===== config.mk =====
export PLATFORM = sky130hd
export DESIGN_NAME = armleocpu_load_sequencer
export DESIGN_NICKNAME = d
export VERILOG_FILES = /design/src/rtl/armleocpu_load_sequencer.sv
export SDC_FILE = /design/constraint.sdc
export NUM_CORES = 1
export LEC_CHECK = 0
export ABC_CLOCK_PERIOD_IN_PS = 3150
export CAP_MARGIN = 10
export CORE_AREA = 2 2 146 105
export CTS_CLUSTER_SIZE = 28
export DETAILED_ROUTE_END_ITERATION = 8
export DIE_AREA = 0 0 148 107
export PLACE_DENSITY = 0.61
export SLEW_MARGIN = 0
export SYNTH_ARGS = -nofsm -noshare
export SYNTH_HDL_FRONTEND = slang
export SYNTH_SLANG_ARGS = --single-unit

===== constraint.sdc =====
create_clock -name clk -period 3.15 [get_ports clk]
set_clock_uncertainty 0.1 [all_clocks]
set_input_delay 0.945 -clock clk [delete_from_list [all_inputs] [get_ports clk]]
set_output_delay 0.945 -clock clk [all_outputs]
set_load 0.05 [all_outputs]

===== src/rtl/armleocpu_load_sequencer.sv =====
`default_nettype none
// ============================================================================
// Module      : armleocpu_load_sequencer
// Description : Memory-stage load controller. Accepts one load at a time,
//               screens type/alignment, performs a word-aligned bus read with
//               a bounded wait, extracts and extends the addressed
//               byte/half/word, and returns data or a cause to writeback.
// Revision    : 1.0 - initial release
// ============================================================================
module armleocpu_load_sequencer #(
    parameter int TIMEOUT_CYCLES = 255
) (
    input  logic        clk,
    input  logic        rst_n,
    // request from execute/memory stage
    input  logic        req_valid,
    output logic        req_ready,
    input  logic [31:0] req_addr,
    input  logic [2:0]  req_type,
    input  logic [4:0]  req_rd,
    input  logic        flush,
    // data-cache read port
    output logic        mem_valid,
    input  logic        mem_ready,
    output logic [31:0] mem_addr,
    input  logic        mem_rvalid,
    input  logic [31:0] mem_rdata,
    input  logic        mem_rerr,
    // response to writeback
    output logic        resp_valid,
    input  logic        resp_ready,
    output logic [31:0] resp_data,
    output logic [4:0]  resp_rd,
    output logic [2:0]  resp_cause
);

    // RISC-V funct3 load encodings
    localparam logic [2:0] c_LOAD_BYTE   = 3'b000;
    localparam logic [2:0] c_LOAD_HALF   = 3'b001;
    localparam logic [2:0] c_LOAD_WORD   = 3'b010;
    localparam logic [2:0] c_LOAD_BYTE_U = 3'b100;
    localparam logic [2:0] c_LOAD_HALF_U = 3'b101;

    // response causes
    localparam logic [2:0] c_CAUSE_OK       = 3'd0;
    localparam logic [2:0] c_CAUSE_MISALIGN = 3'd1;
    localparam logic [2:0] c_CAUSE_BADTYPE  = 3'd2;
    localparam logic [2:0] c_CAUSE_BUSERR   = 3'd3;
    localparam logic [2:0] c_CAUSE_TIMEOUT  = 3'd4;

    // timeout counter sized to hold TIMEOUT_CYCLES; a zero value disables it
    localparam int               c_CNT_W      = (TIMEOUT_CYCLES > 0) ? $clog2(TIMEOUT_CYCLES + 1) : 1;
    localparam logic [c_CNT_W-1:0] c_TIMEOUT  = c_CNT_W'(TIMEOUT_CYCLES);
    localparam logic             c_TIMEOUT_EN = (TIMEOUT_CYCLES > 0);

    typedef enum logic [2:0] {
        S_IDLE  = 3'd0,
        S_ADDR  = 3'd1,
        S_DATA  = 3'd2,
        S_RESP  = 3'd3,
        S_DRAIN = 3'd4
    } state_t;

    state_t             r_state;
    logic               r_req_ready;
    logic               r_mem_valid;
    logic [31:0]        r_mem_addr;
    logic               r_resp_valid;
    logic [31:0]        r_resp_data;
    logic [4:0]         r_resp_rd;
    logic [2:0]         r_resp_cause;
    logic [2:0]         r_type;
    logic [1:0]         r_off;
    logic [c_CNT_W-1:0] r_cnt;
    logic               r_flush_pend;   // flush seen in ADDR before the handshake
    logic               r_timed_out;    // current response is a timeout
    logic               r_late_beat;    // timed-out read's beat already arrived

    logic               w_type_legal;
    logic               w_misaligned;
    logic [31:0]        w_shifted;
    logic [31:0]        w_load_data;
    logic [c_CNT_W-1:0] w_cnt_next;

    assign req_ready  = r_req_ready;
    assign mem_valid  = r_mem_valid;
    assign mem_addr   = r_mem_addr;
    assign resp_valid = r_resp_valid;
    assign resp_data  = r_resp_data;
    assign resp_rd    = r_resp_rd;
    assign resp_cause = r_resp_cause;

    assign w_cnt_next = r_cnt + c_CNT_W'(1);

    // Screen the incoming request: legal type and natural alignment
    always_comb begin
        w_type_legal = 1'b0;
        w_misaligned = 1'b0;
        case (req_type)
            c_LOAD_BYTE, c_LOAD_BYTE_U: w_type_legal = 1'b1;
            c_LOAD_HALF, c_LOAD_HALF_U: begin
                w_type_legal = 1'b1;
                w_misaligned = req_addr[0];
            end
            c_LOAD_WORD: begin
                w_type_legal = 1'b1;
                w_misaligned = (req_addr[1:0] != 2'b00);
            end
            default: w_type_legal = 1'b0;
        endcase
    end

    // Align the addressed lane to bit 0 and extend according to the load type
    always_comb begin
        w_shifted = mem_rdata >> {r_off, 3'b000};
        case (r_type)
            c_LOAD_BYTE:   w_load_data = {{24{w_shifted[7]}}, w_shifted[7:0]};
            c_LOAD_BYTE_U: w_load_data = {24'h000000, w_shifted[7:0]};
            c_LOAD_HALF:   w_load_data = {{16{w_shifted[15]}}, w_shifted[15:0]};
            c_LOAD_HALF_U: w_load_data = {16'h0000, w_shifted[15:0]};
            default:       w_load_data = w_shifted;
        endcase
    end

    // Sequencer: state and all registered outputs
    always_ff @(posedge clk or negedge rst_n) begin
        if (!rst_n) begin
            r_state      <= S_IDLE;
            r_req_ready  <= 1'b0;
            r_mem_valid  <= 1'b0;
            r_mem_addr   <= 32'h0;
            r_resp_valid <= 1'b0;
            r_resp_data  <= 32'h0;
            r_resp_rd    <= 5'h0;
            r_resp_cause <= c_CAUSE_OK;
            r_type       <= 3'h0;
            r_off        <= 2'h0;
            r_cnt        <= '0;
            r_flush_pend <= 1'b0;
            r_timed_out  <= 1'b0;
            r_late_beat  <= 1'b0;
        end else begin
            case (r_state)
                S_IDLE: begin
                    r_req_ready <= 1'b1;
                    if (req_valid && r_req_ready) begin
                        r_req_ready  <= 1'b0;
                        r_type       <= req_type;
                        r_off        <= req_addr[1:0];
                        r_resp_rd    <= req_rd;
                        r_flush_pend <= 1'b0;
                        r_timed_out  <= 1'b0;
                        r_late_beat  <= 1'b0;
                        // unknown type outranks misalignment; neither touches the bus
                        if (!w_type_legal) begin
                            r_resp_valid <= 1'b1;
                            r_resp_data  <= 32'h0;
                            r_resp_cause <= c_CAUSE_BADTYPE;
                            r_state      <= S_RESP;
                        end else if (w_misaligned) begin
                            r_resp_valid <= 1'b1;
                            r_resp_data  <= 32'h0;
                            r_resp_cause <= c_CAUSE_MISALIGN;
                            r_state      <= S_RESP;
                        end else begin
                            r_mem_valid <= 1'b1;
                            r_mem_addr  <= {req_addr[31:2], 2'b00};
                            r_state     <= S_ADDR;
                        end
                    end
                end

                S_ADDR: begin
                    // the address phase is never abandoned; a flush only redirects
                    if (mem_ready) begin
                        r_mem_valid  <= 1'b0;
                        r_cnt        <= '0;
                        r_flush_pend <= 1'b0;
                        r_state      <= (flush || r_flush_pend) ? S_DRAIN : S_DATA;
                    end else if (flush) begin
                        r_flush_pend <= 1'b1;
                    end
                end

                S_DATA: begin
                    if (flush) begin
                        if (mem_rvalid) begin
                            r_req_ready <= 1'b1;
                            r_state     <= S_IDLE;
                        end else begin
                            r_state <= S_DRAIN;
                        end
                    end else if (mem_rvalid) begin
                        r_resp_valid <= 1'b1;
                        r_resp_data  <= mem_rerr ? 32'h0 : w_load_data;
                        r_resp_cause <= mem_rerr ? c_CAUSE_BUSERR : c_CAUSE_OK;
                        r_state      <= S_RESP;
                    end else if (c_TIMEOUT_EN) begin
                        r_cnt <= w_cnt_next;
                        if (w_cnt_next == c_TIMEOUT) begin
                            r_resp_valid <= 1'b1;
                            r_resp_data  <= 32'h0;
                            r_resp_cause <= c_CAUSE_TIMEOUT;
                            r_timed_out  <= 1'b1;
                            r_late_beat  <= 1'b0;
                            r_state      <= S_RESP;
                        end
                    end
                end

                S_RESP: begin
                    // a late beat arriving while the timeout response waits is consumed here
                    if (r_timed_out && mem_rvalid) begin
                        r_late_beat <= 1'b1;
                    end
                    if (flush || resp_ready) begin
                        r_resp_valid <= 1'b0;
                        // an outstanding timed-out beat must still be swallowed
                        if (r_timed_out && !r_late_beat && !mem_rvalid) begin
                            r_state <= S_DRAIN;
                        end else begin
                            r_req_ready <= 1'b1;
                            r_timed_out <= 1'b0;
                            r_late_beat <= 1'b0;
                            r_state     <= S_IDLE;
                        end
                    end
                end

                S_DRAIN: begin
                    if (mem_rvalid) begin
                        r_req_ready <= 1'b1;
                        r_timed_out <= 1'b0;
                        r_late_beat <= 1'b0;
                        r_state     <= S_IDLE;
                    end
                end

                default: begin
                    r_mem_valid  <= 1'b0;
                    r_resp_valid <= 1'b0;
                    r_req_ready  <= 1'b0;
                    r_state      <= S_IDLE;
                end
            endcase
        end
    end

endmodule
`default_nettype wire


# Word-level counts from Yosys, hierarchy flattened
# Index checks and enable logic that the tools add are counted.
# classes
n_addsub	1
n_eq_ne	27
shift	1
mux	72
n_bitwise	4
n_reduce_logical	31
# ops
cell	count
two-way mux 32 bit	7
one-hot mux 32 bit (4 select lines)	1
one-hot mux 32 bit (2 select lines)	1
two-way mux 3 bit	16
right shift 32 x 5 -> 32 bit	1
two-way mux 1 bit	31
two-way mux 8 bit	3
!= test 2 bit, second input constant	11
one-hot mux 8 bit (2 select lines)	1
== test 3 bit, second input constant	5
one-hot mux 3 bit (5 select lines)	1
AND reduction 5 bit	3
one-hot mux 1 bit (4 select lines)	3
AND reduction 4 bit	3
AND reduction 6 bit	2
== test 3 x 1 -> 1 bit, second input constant	3
== test 3 x 2 -> 1 bit, second input constant	3
logical NOT 3 bit	3
!= test 3 bit, second input constant	3
adder 8 x 1 -> 8 bit, second input constant	1
== test 8 bit, second input constant	1
AND reduction 8 bit	1
nonzero test 2 bit	4
two-way mux 2 bit	3
other kinds (15)	25
# word_totals
reg_bits	92
inputBits	80
output_inout_bits	75

# Depth between registers and ports, before layout
# depth
word_depth	7
ltp_mapped	7
depth_no_buf	6

# Worst setup path after synthesis
# OpenSTA, ideal clock, no wires.
# synth_path
path_type	input -> register
from	in req_type[2]
to	reg r_resp_data[16], in the netlist resp_data[16]
arrival_ns	2.481
required_ns	2.908
setup_slack_ns	0.427
stages	7
cell_sequence	nor4_1 > nor4_1 > o2111a_1 > buf_2 > nand2_1 > clkbuf_1 > o221ai_1
# synth_via
elab_chain_cells	6
# synth_rtl
element	line	text
start, declared	19	input logic [2:0] req_type,
== test 3 x 2 -> 1 bit, or another cell as far along	99	case (req_type)
OR reduction 5 bit (no source line)	-	
two-way mux 1 bit	99	
two-way mux 32 bit	155	if (!w_type_legal) begin
two-way mux 32 bit	146	if (req_valid && r_req_ready) begin
one-hot mux 32 bit (2 select lines)	143	case (r_state)
end signal, assigned	195	r_resp_data <= mem_rerr ? 32'h0 : w_load_data;
end, declared	69	logic [31:0] r_resp_data;
# Parallel ways exist; a longest one is shown, timed or not. The select of a mux whose other input is x is not followed.
# A chain may end at the register's enable or synchronous reset.

# Final worst setup path
# layout_path
from	in req_addr[1]
to	reg r_resp_data[5], in the netlist resp_data[5]
# layout_via
elab_chain_cells	4
# layout_rtl
element	line	text
start, declared	18	input logic [31:0] req_addr,
nonzero test 2 bit	107	w_misaligned = (req_addr[1:0] != 2'b00);
one-hot mux 1 bit (2 select lines)	99	
!= test 3 bit (no source line)	-	
AND reduction 5 bit (no source line)	-	
# No other way between the ends.

==> key figures <==
Status
  – Status: finished, final reports clean

Clock network
  – # H-tree levels: 3
  – CTS buffer count: 9
  – CTS Sinks: 92
  – Worst-path clk slew: 70 ps
  – Post-cts resize count: 0
  – Cts-stage hold buffer count: 0
  – CTS tree: built
  – Clk buf depth: 2
  – Clock Latency Late Sink: 350 ps
  – CTS Root Buffer Type: clkbuf_16
  – Post-CTS setup buffers: 0

Synthesis
  – Mapped cell area: 4980 um2
  – Post-Syn Instances: 506
  – FF+latch count, synth: 92
  – Top-count cell post-synth: nand2_1
  – Area contributors post-synth: dfrtp_1, mux2_2, nand2_1
  – Synth area leader: dfrtp_1
  – Fraction of registers with async set/reset: 100%
  – Register area share after synthesis: 46.2%
  – Synth cell count leaders: nand2_1, dfrtp_1, mux2_2
  – Main synth FF type: dfrtp_1
  – Synth top area share: 46.2%
  – YS warnings: 0
  – Post-synth EDFFs: 0
  – Syn_area_per_cell: 9.85 um2
  – Distinct cells, synth: 58

Power
  – Sw frac: 46.7%
  – NetSw: 3.29 mW
  – Part of the power in registers: 28.6%
  – Internal power: 3.76 mW
  – Leakage power: 2.83 nW
  – Worst VDD drop: 0.698 mV
  – Clk pwr share: 16.2%
  – Combinational Power Share: 55.1%
  – Pwr Density: 995 nW/um2

Floorplanning
  – Die Wd: 148 um
  – Floorplan row count: 37
  – Core box area: 14400 um2
  – Die area: 15800 um2
  – Initial Util: 34.5%
  – Io pins: 155
  – Die height: 107 um

Layout
  – Layout cells sized above 1: 13.5%
  – Design Area, Final: 7090 um2
  – ANT cells: 0
  – Area growth from synthesis to layout: 42.2%
  – Final nets: 734

Run
  – Maxcap violations: 0

Detailed routing
  – Via density: 5.31
  – Antenna-violating nets left: 0
  – Remaining DRCs: 0
  – Final WL: 15.2 mm
  – Vias: 4523
  – DRT Pass-1 Iters: 4
  – Routed WL per cell: 17.8 um
  – Initial DRC count: 325

Timing
  – Worst slew margin: 58.0%
  – Hold_ws: 394 ps
  – Endpoints failing setup: 0
  – RSZ-0062 raised after global routing: false
  – Final period util: 85.6%
  – Min Tclk post-route: 2700 ps
  – Max-slew violations: 0
  – Slew @ Worst Pin: 629 ps
  – Fmax: 371 MHz
  – Final TNS setup: 0 ps
  – Post-route setup slack: 455 ps
  – Final hold violation count: 0

Placed design
  – Post-DP Area: 6780 um2
  – Pre-CTS setup slack: 119 ps
  – Post-detailed-placement half-perimeter wirelength: 11.2 mm
  – Buffers on Ports: 152
  – Routability cong.: 0.875

Setup path
  – Crit start category: input port
  – R2r worst-path depth: 6
  – CP Data Required Time: 3310 ps
  – Flop2flop setup slack: 780 ps
  – Crit-path max FO: 16
  – Crit path kind: input port to flip-flop
  – Worst setup startpoint: req_addr[1]
  – Reg-to-Reg End: resp_data[30]$_DFFE_PN0P_
  – CP endpoint kind: flip-flop
  – Reg-to-reg startpoint: r_cnt[3]$_DFFE_PN0P_
  – Critical path arrival: 2860 ps
  – Worst setup path end: resp_data[5]$_DFFE_PN0P_

Worst hold path
  – Worst hold path type: flip-flop to flip-flop

Global route
  – Total gr overflow: 0
  – Global-route wire length before repair: 24.8 mm
  – Vias in the first global route: 4570
  – Antenna violations before repair: 0
  – Total track usage: 19.9%
  – Pin count of the biggest net entering global routing: 41
## worst max-delay path, stage by stage
cell             delay [ps]
clkdlybuf4s50_1         540
nor4_1                   90
nor4_1                  550
o2111a_1                280
buf_4                   220
o211ai_1                120
o211ai_1                100
## area by class of cell
class / count / area, um2
Fill cell: 1358 / 7350
Timing Repair Buffer: 169 / 1680
Inverter: 5 / 18.8
Sequential cell: 92 / 2300
Tap cell: 195 / 244
Clock inverter: 6 / 71.3
Clock buffer: 10 / 239
Multi-Input combinational cell: 375 / 2530
## layer usage
layer	vias up	GRT usage [%]	part of all wire [%]
met5	-	0	0
met4	0	5.51	1.3
met3	17	8.64	10
met2	179	28.8	42
met1	2191	27.2	46
li1	2136	-	-
## cells in the final DEF, fill, tap and decap left out, drive strengths merged, types with 3 or more instances in the layout
cell type and n:
a21boi 9, a21oi 12, a2bb2oi 7, and2 6, and3b 3, buf 18, clkbuf 10, clkdlybuf4s50 151
dfrtp 92, inv 7, mux2 47, mux2i 18, nand2 101, nand2b 3, nand3 5, nand3b 5
nor2 20, nor2b 5, nor3b 3, nor4 4, o211ai 27, o21a 11, o21ai 30, o221ai 16
o31ai 3
## through the flow
step	power (mW)	utilization [%]	std cells
2_1_floorplan	4.58	-	507
6_report	7.05	49.1	852
3_5_place_dp	5.93	46.9	836
3_3_place_gp	5.86	46.9	836
5_1_grt	7.47	49.1	852
4_1_cts	7.11	49.1	852
## how the worst min path moves through the flow
stage / startpoint / to / slack (ps) / cells past startpoint
3_3_place_gp: resp_cause[2]$_DFFE_PN0P_ / resp_cause[2]$_DFFE_PN0P_ / 380 / 1
5_1_grt: resp_rd[0]$_DFFE_PN0P_ / resp_rd[0]$_DFFE_PN0P_ / 420 / 1
4_1_cts: r_cnt[7]$_DFFE_PN0P_ / r_cnt[7]$_DFFE_PN0P_ / 400 / 2
2_1_floorplan: r_cnt[7]$_DFFE_PN0P_ / r_cnt[7]$_DFFE_PN0P_ / 360 / 2
3_5_place_dp: r_cnt[7]$_DFFE_PN0P_ / r_cnt[7]$_DFFE_PN0P_ / 380 / 2
6_report: r_cnt[7]$_DFFE_PN0P_ / r_cnt[7]$_DFFE_PN0P_ / 390 / 2
## power groups by stage
stage          Clock [mW]  Sequential [mW]  Combinational [mW]
4_1_cts              1.18             2.02                3.91
3_5_place_dp            0             2.04                3.90
2_1_floorplan           0             3.19                1.38
6_report             1.14             2.02                3.89
5_1_grt              1.23             2.10                4.14
3_3_place_gp            0             2.02                3.85
## state kept, by name (all words and copies together), names as in the netlist
register	cells
resp_rd	5
r_off	2
r_timed_out	1
mem_valid	1
mem_addr	30
resp_data	32
r_type	3
req_ready	1
r_cnt	8
resp_valid	1
r_flush_pend	1
r_state	3
r_late_beat	1
resp_cause	3
## logic make-up (layout without fill, tap and decap cells)
group	Yosys count	count (layout)	synth area share (%)
and+or+nand+nor	165	165	15.2
AOI/OAI and AO/OA	138	138	19.7
DFF	92	92	46.2
muxes	66	66	14.7
buffers and inverters	40	190	3.34
adders and majority gates	2	2	0.502
xor gates and xnor gates	2	2	0.351
other	1	2	0.0752
No activity file was read; power rests on OpenSTA's default activity.
